[config.mk]
export PLATFORM = sky130hd
export DESIGN_NAME = input_cmd_arbiter_flat
export DESIGN_NICKNAME = d
export VERILOG_FILES = /design/src/rtl/input_cmd_arbiter_if.sv /design/src/rtl/input_cmd_arbiter.sv /design/src/flat_wrapper.sv
export SDC_FILE = /design/constraint.sdc
export NUM_CORES = 1
export LEC_CHECK = 0
export ABC_AREA = 1
export BUFFER_PORTS_ARGS = -buffer_cell sky130_fd_sc_hd__buf_2
export CORE_MARGIN = 5
export CORE_UTILIZATION = 43
export CTS_CLUSTER_DIAMETER = 100
export CTS_CLUSTER_SIZE = 25
export DETAILED_ROUTE_END_ITERATION = 7
export GPL_TIMING_DRIVEN = 0
export PLACE_DENSITY = 0.62
export SYNTH_ARGS = -nofsm -noshare
export SYNTH_HDL_FRONTEND = slang
export SYNTH_SLANG_ARGS = --single-unit
[constraint.sdc]
create_clock -name clk_in -period 3.7 [get_ports clk_in]
set_clock_uncertainty 0.15 [all_clocks]
set_input_delay 0.555 -clock clk_in [delete_from_list [all_inputs] [get_ports clk_in]]
set_output_delay 0.555 -clock clk_in [all_outputs]
set_load 0.02 [all_outputs]
[src/rtl/input_cmd_arbiter_if.sv]
// Command-port bundle shared by the UART/local command sources, the arbiter and the gameplay consumer.
interface input_cmd_arbiter_if;
    logic [7:0] uart_data_in;
    logic       uart_valid_in;
    logic [7:0] local_cmd_in;
    logic       local_valid_in;
    logic [7:0] cmd_out;
    logic       cmd_valid_out;
    logic       cmd_ready_in;
    logic       src_out;
    logic       fifo_full_out;
    logic [7:0] err_count_out;

    modport slave (
        input  uart_data_in, uart_valid_in, local_cmd_in, local_valid_in, cmd_ready_in,
        output cmd_out, cmd_valid_out, src_out, fifo_full_out, err_count_out
    );

    modport master (
        output uart_data_in, uart_valid_in, local_cmd_in, local_valid_in, cmd_ready_in,
        input  cmd_out, cmd_valid_out, src_out, fifo_full_out, err_count_out
    );
endinterface

[src/rtl/input_cmd_arbiter.sv]
// Parses HDR/CMD/CHK UART frames into a small FIFO and round-robins them with a one-entry
// local command slot onto a single valid/ready command port.
module input_cmd_arbiter #(
    parameter logic [7:0]  HDR_BYTE       = 8'hA5,
    parameter int unsigned FIFO_DEPTH     = 4,
    parameter int unsigned TIMEOUT_CYCLES = 742500
) (
    input logic                clk_in,
    input logic                rst_in,
    input_cmd_arbiter_if.slave bus
);
    localparam int unsigned   AW       = $clog2(FIFO_DEPTH);
    localparam int unsigned   CW       = AW + 1;
    localparam int unsigned   TW       = $clog2(TIMEOUT_CYCLES + 1);
    localparam logic [CW-1:0] FULL_CNT = CW'(FIFO_DEPTH);
    localparam logic [TW-1:0] TMO_LAST = TW'(TIMEOUT_CYCLES - 1);

    typedef enum logic [1:0] {
        IDLE     = 2'd0,
        WAIT_CMD = 2'd1,
        WAIT_CHK = 2'd2
    } parse_state_t;

    function automatic logic [7:0] frame_chk(input logic [7:0] cmd);
        return HDR_BYTE ^ cmd;
    endfunction

    function automatic logic [7:0] err_add(input logic [7:0] cnt, input logic [1:0] inc);
        logic [8:0] sum;
        sum = {1'b0, cnt} + {7'd0, inc};
        return sum[8] ? 8'hFF : sum[7:0];
    endfunction

    parse_state_t  parse_state_r, parse_state_s;
    logic [TW-1:0] tmo_cnt_r, tmo_cnt_s;
    logic [7:0]    cmd_latch_r;
    logic          frame_good_s, parse_err_s;

    logic [7:0]    fifo_mem_r [FIFO_DEPTH];
    logic [AW-1:0] wr_ptr_r, rd_ptr_r;
    logic [CW-1:0] fifo_cnt_r, fifo_cnt_s;
    logic          fifo_full_r;
    logic          push_s, drop_s;

    logic          pend_r;
    logic [7:0]    pend_cmd_r;
    logic          lost_local_s;

    logic          out_valid_r, out_src_r, rr_local_r;
    logic [7:0]    out_cmd_r;
    logic          load_s, grant_uart_s, grant_local_s;

    logic [7:0]    err_r;
    logic [1:0]    err_inc_s;

    // Parser next-state: frame tracking, checksum test and inter-byte timeout.
    always_comb begin
        parse_state_s = parse_state_r;
        tmo_cnt_s     = tmo_cnt_r;
        frame_good_s  = 1'b0;
        parse_err_s   = 1'b0;
        case (parse_state_r)
            IDLE: begin
                tmo_cnt_s = TW'(0);
                if (bus.uart_valid_in && (bus.uart_data_in == HDR_BYTE)) begin
                    parse_state_s = WAIT_CMD;
                end else begin
                    parse_state_s = IDLE;
                end
            end
            WAIT_CMD, WAIT_CHK: begin
                if (bus.uart_valid_in) begin
                    tmo_cnt_s = TW'(0);
                    if (parse_state_r == WAIT_CMD) begin
                        parse_state_s = WAIT_CHK;
                    end else begin
                        parse_state_s = IDLE;
                        if (bus.uart_data_in == frame_chk(cmd_latch_r)) begin
                            frame_good_s = 1'b1;
                        end else begin
                            parse_err_s = 1'b1;
                        end
                    end
                end else if (tmo_cnt_r == TMO_LAST) begin
                    parse_err_s   = 1'b1;
                    parse_state_s = IDLE;
                    tmo_cnt_s     = TW'(0);
                end else begin
                    tmo_cnt_s = tmo_cnt_r + TW'(1);
                end
            end
            default: begin
                parse_state_s = IDLE;
                tmo_cnt_s     = TW'(0);
            end
        endcase
    end

    // Parser state, timeout counter and CMD byte latch.
    always_ff @(posedge clk_in) begin
        if (rst_in) begin
            parse_state_r <= IDLE;
            tmo_cnt_r     <= TW'(0);
            cmd_latch_r   <= 8'h00;
        end else begin
            parse_state_r <= parse_state_s;
            tmo_cnt_r     <= tmo_cnt_s;
            if ((parse_state_r == WAIT_CMD) && bus.uart_valid_in) begin
                cmd_latch_r <= bus.uart_data_in;
            end
        end
    end

    // Arbitration: on a tie the source not granted last wins; a full FIFO still accepts if popped.
    always_comb begin
        load_s        = !out_valid_r || bus.cmd_ready_in;
        grant_uart_s  = 1'b0;
        grant_local_s = 1'b0;
        if (load_s) begin
            if ((fifo_cnt_r != CW'(0)) && pend_r) begin
                grant_uart_s  = !rr_local_r;
                grant_local_s = rr_local_r;
            end else begin
                grant_uart_s  = (fifo_cnt_r != CW'(0));
                grant_local_s = pend_r;
            end
        end else begin
            grant_uart_s  = 1'b0;
            grant_local_s = 1'b0;
        end
        push_s       = frame_good_s && ((fifo_cnt_r != FULL_CNT) || grant_uart_s);
        drop_s       = frame_good_s && !push_s;
        lost_local_s = bus.local_valid_in && pend_r && !grant_local_s;
        err_inc_s    = {1'b0, parse_err_s} + {1'b0, drop_s} + {1'b0, lost_local_s};
        case ({push_s, grant_uart_s})
            2'b10:   fifo_cnt_s = fifo_cnt_r + CW'(1);
            2'b01:   fifo_cnt_s = fifo_cnt_r - CW'(1);
            default: fifo_cnt_s = fifo_cnt_r;
        endcase
    end

    // UART command FIFO storage and pointers.
    always_ff @(posedge clk_in) begin
        if (rst_in) begin
            for (int i = 0; i < int'(FIFO_DEPTH); i++) begin
                fifo_mem_r[i] <= 8'h00;
            end
            wr_ptr_r    <= AW'(0);
            rd_ptr_r    <= AW'(0);
            fifo_cnt_r  <= CW'(0);
            fifo_full_r <= 1'b0;
        end else begin
            if (push_s) begin
                fifo_mem_r[wr_ptr_r] <= cmd_latch_r;
                wr_ptr_r             <= wr_ptr_r + AW'(1);
            end
            if (grant_uart_s) begin
                rd_ptr_r <= rd_ptr_r + AW'(1);
            end
            fifo_cnt_r  <= fifo_cnt_s;
            fifo_full_r <= (fifo_cnt_s == FULL_CNT);
        end
    end

    // Local pending slot; a newer strobe always replaces the held code.
    always_ff @(posedge clk_in) begin
        if (rst_in) begin
            pend_r     <= 1'b0;
            pend_cmd_r <= 8'h00;
        end else if (bus.local_valid_in) begin
            pend_r     <= 1'b1;
            pend_cmd_r <= bus.local_cmd_in;
        end else if (grant_local_s) begin
            pend_r <= 1'b0;
        end
    end

    // Output register, round-robin pointer and saturating error counter.
    always_ff @(posedge clk_in) begin
        if (rst_in) begin
            out_valid_r <= 1'b0;
            out_cmd_r   <= 8'h00;
            out_src_r   <= 1'b0;
            rr_local_r  <= 1'b0;
            err_r       <= 8'h00;
        end else begin
            err_r <= err_add(err_r, err_inc_s);
            if (load_s) begin
                if (grant_uart_s) begin
                    out_valid_r <= 1'b1;
                    out_cmd_r   <= fifo_mem_r[rd_ptr_r];
                    out_src_r   <= 1'b0;
                    rr_local_r  <= 1'b1;
                end else if (grant_local_s) begin
                    out_valid_r <= 1'b1;
                    out_cmd_r   <= pend_cmd_r;
                    out_src_r   <= 1'b1;
                    rr_local_r  <= 1'b0;
                end else begin
                    out_valid_r <= 1'b0;
                end
            end
        end
    end

    assign bus.cmd_out       = out_cmd_r;
    assign bus.cmd_valid_out = out_valid_r;
    assign bus.src_out       = out_src_r;
    assign bus.fifo_full_out = fifo_full_r;
    assign bus.err_count_out = err_r;
endmodule

[src/flat_wrapper.sv]
// flat-port wrapper written by rule: the top's interface ports become plain ports
module input_cmd_arbiter_flat 
#(
    parameter logic [7:0]  HDR_BYTE       = 8'hA5,
    parameter int unsigned FIFO_DEPTH     = 4,
    parameter int unsigned TIMEOUT_CYCLES = 742500
)
  (clk_in, rst_in, bus_uart_data_in, bus_uart_valid_in, bus_local_cmd_in, bus_local_valid_in, bus_cmd_ready_in, bus_cmd_out, bus_cmd_valid_out, bus_src_out, bus_fifo_full_out, bus_err_count_out);
  input_cmd_arbiter_if bus_i ();
  input logic clk_in;
  input logic rst_in;
  input wire logic [$bits(bus_i.uart_data_in)-1:0] bus_uart_data_in;
  input wire logic [$bits(bus_i.uart_valid_in)-1:0] bus_uart_valid_in;
  input wire logic [$bits(bus_i.local_cmd_in)-1:0] bus_local_cmd_in;
  input wire logic [$bits(bus_i.local_valid_in)-1:0] bus_local_valid_in;
  input wire logic [$bits(bus_i.cmd_ready_in)-1:0] bus_cmd_ready_in;
  output wire logic [$bits(bus_i.cmd_out)-1:0] bus_cmd_out;
  output wire logic [$bits(bus_i.cmd_valid_out)-1:0] bus_cmd_valid_out;
  output wire logic [$bits(bus_i.src_out)-1:0] bus_src_out;
  output wire logic [$bits(bus_i.fifo_full_out)-1:0] bus_fifo_full_out;
  output wire logic [$bits(bus_i.err_count_out)-1:0] bus_err_count_out;
  assign bus_i.uart_data_in = bus_uart_data_in;
  assign bus_i.uart_valid_in = bus_uart_valid_in;
  assign bus_i.local_cmd_in = bus_local_cmd_in;
  assign bus_i.local_valid_in = bus_local_valid_in;
  assign bus_i.cmd_ready_in = bus_cmd_ready_in;
  assign bus_cmd_out = bus_i.cmd_out;
  assign bus_cmd_valid_out = bus_i.cmd_valid_out;
  assign bus_src_out = bus_i.src_out;
  assign bus_fifo_full_out = bus_i.fifo_full_out;
  assign bus_err_count_out = bus_i.err_count_out;
  input_cmd_arbiter #(.HDR_BYTE(HDR_BYTE), .FIFO_DEPTH(FIFO_DEPTH), .TIMEOUT_CYCLES(TIMEOUT_CYCLES)) u_core (.clk_in(clk_in), .rst_in(rst_in), .bus(bus_i));
endmodule
==> impl_metrics.yaml <==
sta:
  setup_slack_ns: 0.250
  holdWs_ns: 0.256
  period_share_pct: 93.2
  finalSetupTns_ns: 0
  setup_viol: 0
  grt_setup_unrepaired: "false"
  hold_viol: 0
  worst_pin_slew_ns: 1.19
  report.final.slew_viol_count: 0
  min_period_ns: 3.45
  clock.fmax_mhz: 290
  max_slew_margin_pct: 20.1
logic_synthesis:
  ys_types: 35
  syn_area_um2: 4750
  yosys.area_share.simple_pct: 26.7
  ys_ff_latch: 100
  synth_top_area_share_pct: 28.7
  syn_inst: 597
  synthTopCellsByArea: "dfxtp_1 (29%), edfxtp_1 (20%), nand2_1 (8.7%)"
  synth_most_common_cell: "nand2_1"
  synth_nets: 628
  synth-main-ff-cell: "dfxtp_1"
  yosysWarnings: 0
  synth_largest_area_cell: "dfxtp_1"
  yosysSeqAreaShare_pct: 48.9
  synth_commonest_cells: "nand2_1 (110), nor2_1 (105), dfxtp_1 (68)"
  synthAdderAreaFrac_pct: 3.11
  synthArstFlopShare_pct: 0
  avgSynthCellArea_um2: 7.96
  synth_mux_area_share_pct: 0
  synth_xor_area_share_pct: 2.58
  synth-edff-count: 32
  synth-compound-area-share_pct: 11.1
  synth_top_family_by_area: "simple AND/OR/NAND/NOR gates"
clocking:
  clock-sinks: 100
  cts_tree: "built"
  clk_path_buf_depth: 2
  cts_setup_buffers: 0
  cts-root-buf: "clkbuf_8"
  post_cts_resized: 0
  clk_pin_slew_ns: 0.10
  cts_max_level: 3
  cts_buffers: 9
  clock_latency_ns: 0.36
  cts_hold_buf: 0
placement:
  hpwl_mm: 7.83
  io_buffers: 39
  place.gp.congestion: 0.842
  place_worst_setup_slack_ns: 0.176
setup_path:
  required_ns: 3.83
  r2r-start: "u_core.parse_state_r[0]"
  crit_type: "register to register"
  r2r-end: "u_core.bus.err_count_out[5]"
  critPathMaxStageDelay_ns: 0.45
  end_kind: "register"
  critPathBufInv: 3
  crit_family: "adder cells"
  critPathLaunchType: "register"
  crit_top_cell: "nor2_1"
  cp_max_fo: 6
  cp_slowest_cell: "fa_1"
  rr_worst_depth: 17
  worstPathCellList: "inv_1 > ha_1 > inv_1 > nor2_1 > nand3_2 > nor2_1 > fa_1 > ha_1 > fa_1 > nand3_1 > nor2_1 > nand2_1 > nor2_1 > nand2_1 > nand3_1 > nand2_1 > inv_1"
  crit_arrival_ns: 3.58
  ff2ff_setup_slack_ns: 0.25
hold_path:
  min_path_cells: 3
  holdPathEnd: "u_core.pend_cmd_r[5]"
  hp-start: "bus_local_cmd_in[5]"
  hold_class: "input pin to register"
run_status:
  status: "finished, final reports clean"
drt:
  num_vias: 3924
  first_iter_violations: 244
  wire_per_inst_um: 12.9
  via_per_inst: 4.95
  dr.pass1.iters: 4
  post-route-drc-count: 0
  antenna_left: 0
  wirelength_mm: 10.2
global_route:
  antenna_found_initial: 0
  grt_pass1_wl_mm: 17.5
  overflow: 0
  grt_pass1_vias: 3803
  track_usage_pct: 16.5
  grt_max_degree: 20
pwr:
  p_per_area_nw_per_um2: 519
  power_w: 0.00277
  p_leak_nw: 2.11
  vdd_ir_drop_max_mv: 0.261
finish:
  fin_util_pct: 49.2
  antennaDiodeCount: 0
  area_delta_synth_final_pct: 12.2
  fin_nets: 678
  fillCellCount: 1070
  layout-drive-gt1-share_pct: 14.9
die:
  ios: 40
  start_util_pct: 43.8
  die_h_um: 115
  coreArea_um2: 10800
  design.die.area_um2: 13300
  die_x_um: 115
  rows: 38
flow_run:
  maxCapViolations: 0
-- worst register-to-register path: cells and delay by family (launching register included) --
family | cells | cell delay [ns]
buffers and inverters | 3 | 0.18
DFF | 1 | 0.39
and+or+nand+nor | 10 | 1.20
adders and majority gates | 4 | 1.42
-- metal layers --
metal / wire length, µm / vias up / global-route usage (%)
met5: 0 / - / 0
met4: 75 / 0 / 3.44
met3: 474 / 6 / 4.26
met2: 5200 / 61 / 29.1
met1: 4480 / 1818 / 20.4
li1: - / 2039 / -
-- worst max path at each step --
| stage | depth (start not counted) | to | slack, ns | from |
|---|---|---|---|---|
| 2_1_floorplan | 17 | u_core.bus.err_count_out[5] | 0.68 | u_core.parse_state_r[0] |
| 3_3_place_gp | 19 | u_core.bus.err_count_out[5] | 0.22 | bus_uart_data_in[2] |
| 3_5_place_dp | 19 | u_core.bus.err_count_out[5] | 0.18 | bus_uart_data_in[2] |
| 4_1_cts | 17 | u_core.bus.err_count_out[5] | 0.24 | u_core.parse_state_r[0] |
| 5_1_grt | 17 | u_core.bus.err_count_out[5] | 0.008 | u_core.parse_state_r[0] |
| 6_report | 17 | u_core.bus.err_count_out[5] | 0.25 | u_core.parse_state_r[0] |
-- cells in the final DEF, fill, tap and decap left out, types with 4 or more instances in the layout --
cell type,count
a21oi_1,34
a31oi_1,6
buf_2,45
clkbuf_1,9
clkbuf_8,9
dfxtp_1,68
edfxtp_1,32
ha_1,7
inv_1,63
inv_2,8
nand2_1,110
nand3_1,17
nand4_1,9
nor2_1,105
nor2_2,4
nor3_1,11
nor3_2,12
o21ai_0,57
xnor2_1,4
xor2_1,10
-- kinds of logic (layout without fill, tap and decap cells) --
logic type | count (synthesis) | after routing
adders and majority gates | 10 | 10
DFF | 100 | 100
buffers and inverters | 90 | 145
AOI/OAI and AO/OA | 100 | 100
and+or+nand+nor | 283 | 283
xor gates and xnor gates | 14 | 14
-- final cells by class --
| type | count | area (µm²) | share of cell area (%) |
|---|---|---|---|
| clock buffer | 10 | 128 | 2.39 |
| multi-input combinational | 407 | 2070 | 38.8 |
| sequential | 100 | 2320 | 43.5 |
| clock inverter | 6 | 83.8 | 1.57 |
| tap | 140 | 175 | 3.28 |
| inverter | 74 | 278 | 5.21 |
| timing repair buffer | 39 | 195 | 3.66 |
| buffer | 16 | 82.6 | 1.55 |
-- flip-flops by register name, indices dropped and copies added, names as in the netlist, named ones only --
| name | count |
|---|---|
| u_core.bus.cmd_valid_out | 1 |
| u_core.cmd_latch_r | 8 |
| u_core.rr_local_r | 1 |
| u_core.fifo_mem_r | 32 |
| u_core.bus.cmd_out | 8 |
| u_core.bus.err_count_out | 8 |
| u_core.pend_r | 1 |
| u_core.bus.fifo_full_out | 1 |
| u_core.fifo_cnt_r | 3 |
| u_core.bus.src_out | 1 |
| u_core.tmo_cnt_r | 20 |
| u_core.parse_state_r | 2 |
| u_core.wr_ptr_r | 2 |
| u_core.pend_cmd_r | 8 |
| u_core.rd_ptr_r | 2 |
-- report_power, final --
| part | leakage (nW) | switching, W | internal, W |
|---|---|---|---|
| Clock | 0.106 | 0.000408 | 0.000328 |
| Sequential | 0.884 | 0.0000569 | 0.00123 |
| Combinational | 1.12 | 0.000499 | 0.000241 |
| Total | 2.11 | 0.000963 | 0.00180 |
-- through the flow --
stage,cell area [µm²],instances
global route,5330,792
global placement,5120,776
floorplan,4750,597
finish,5330,792
detailed placement,5120,776
CTS,5330,792
(Power assumes the default switching activity.)
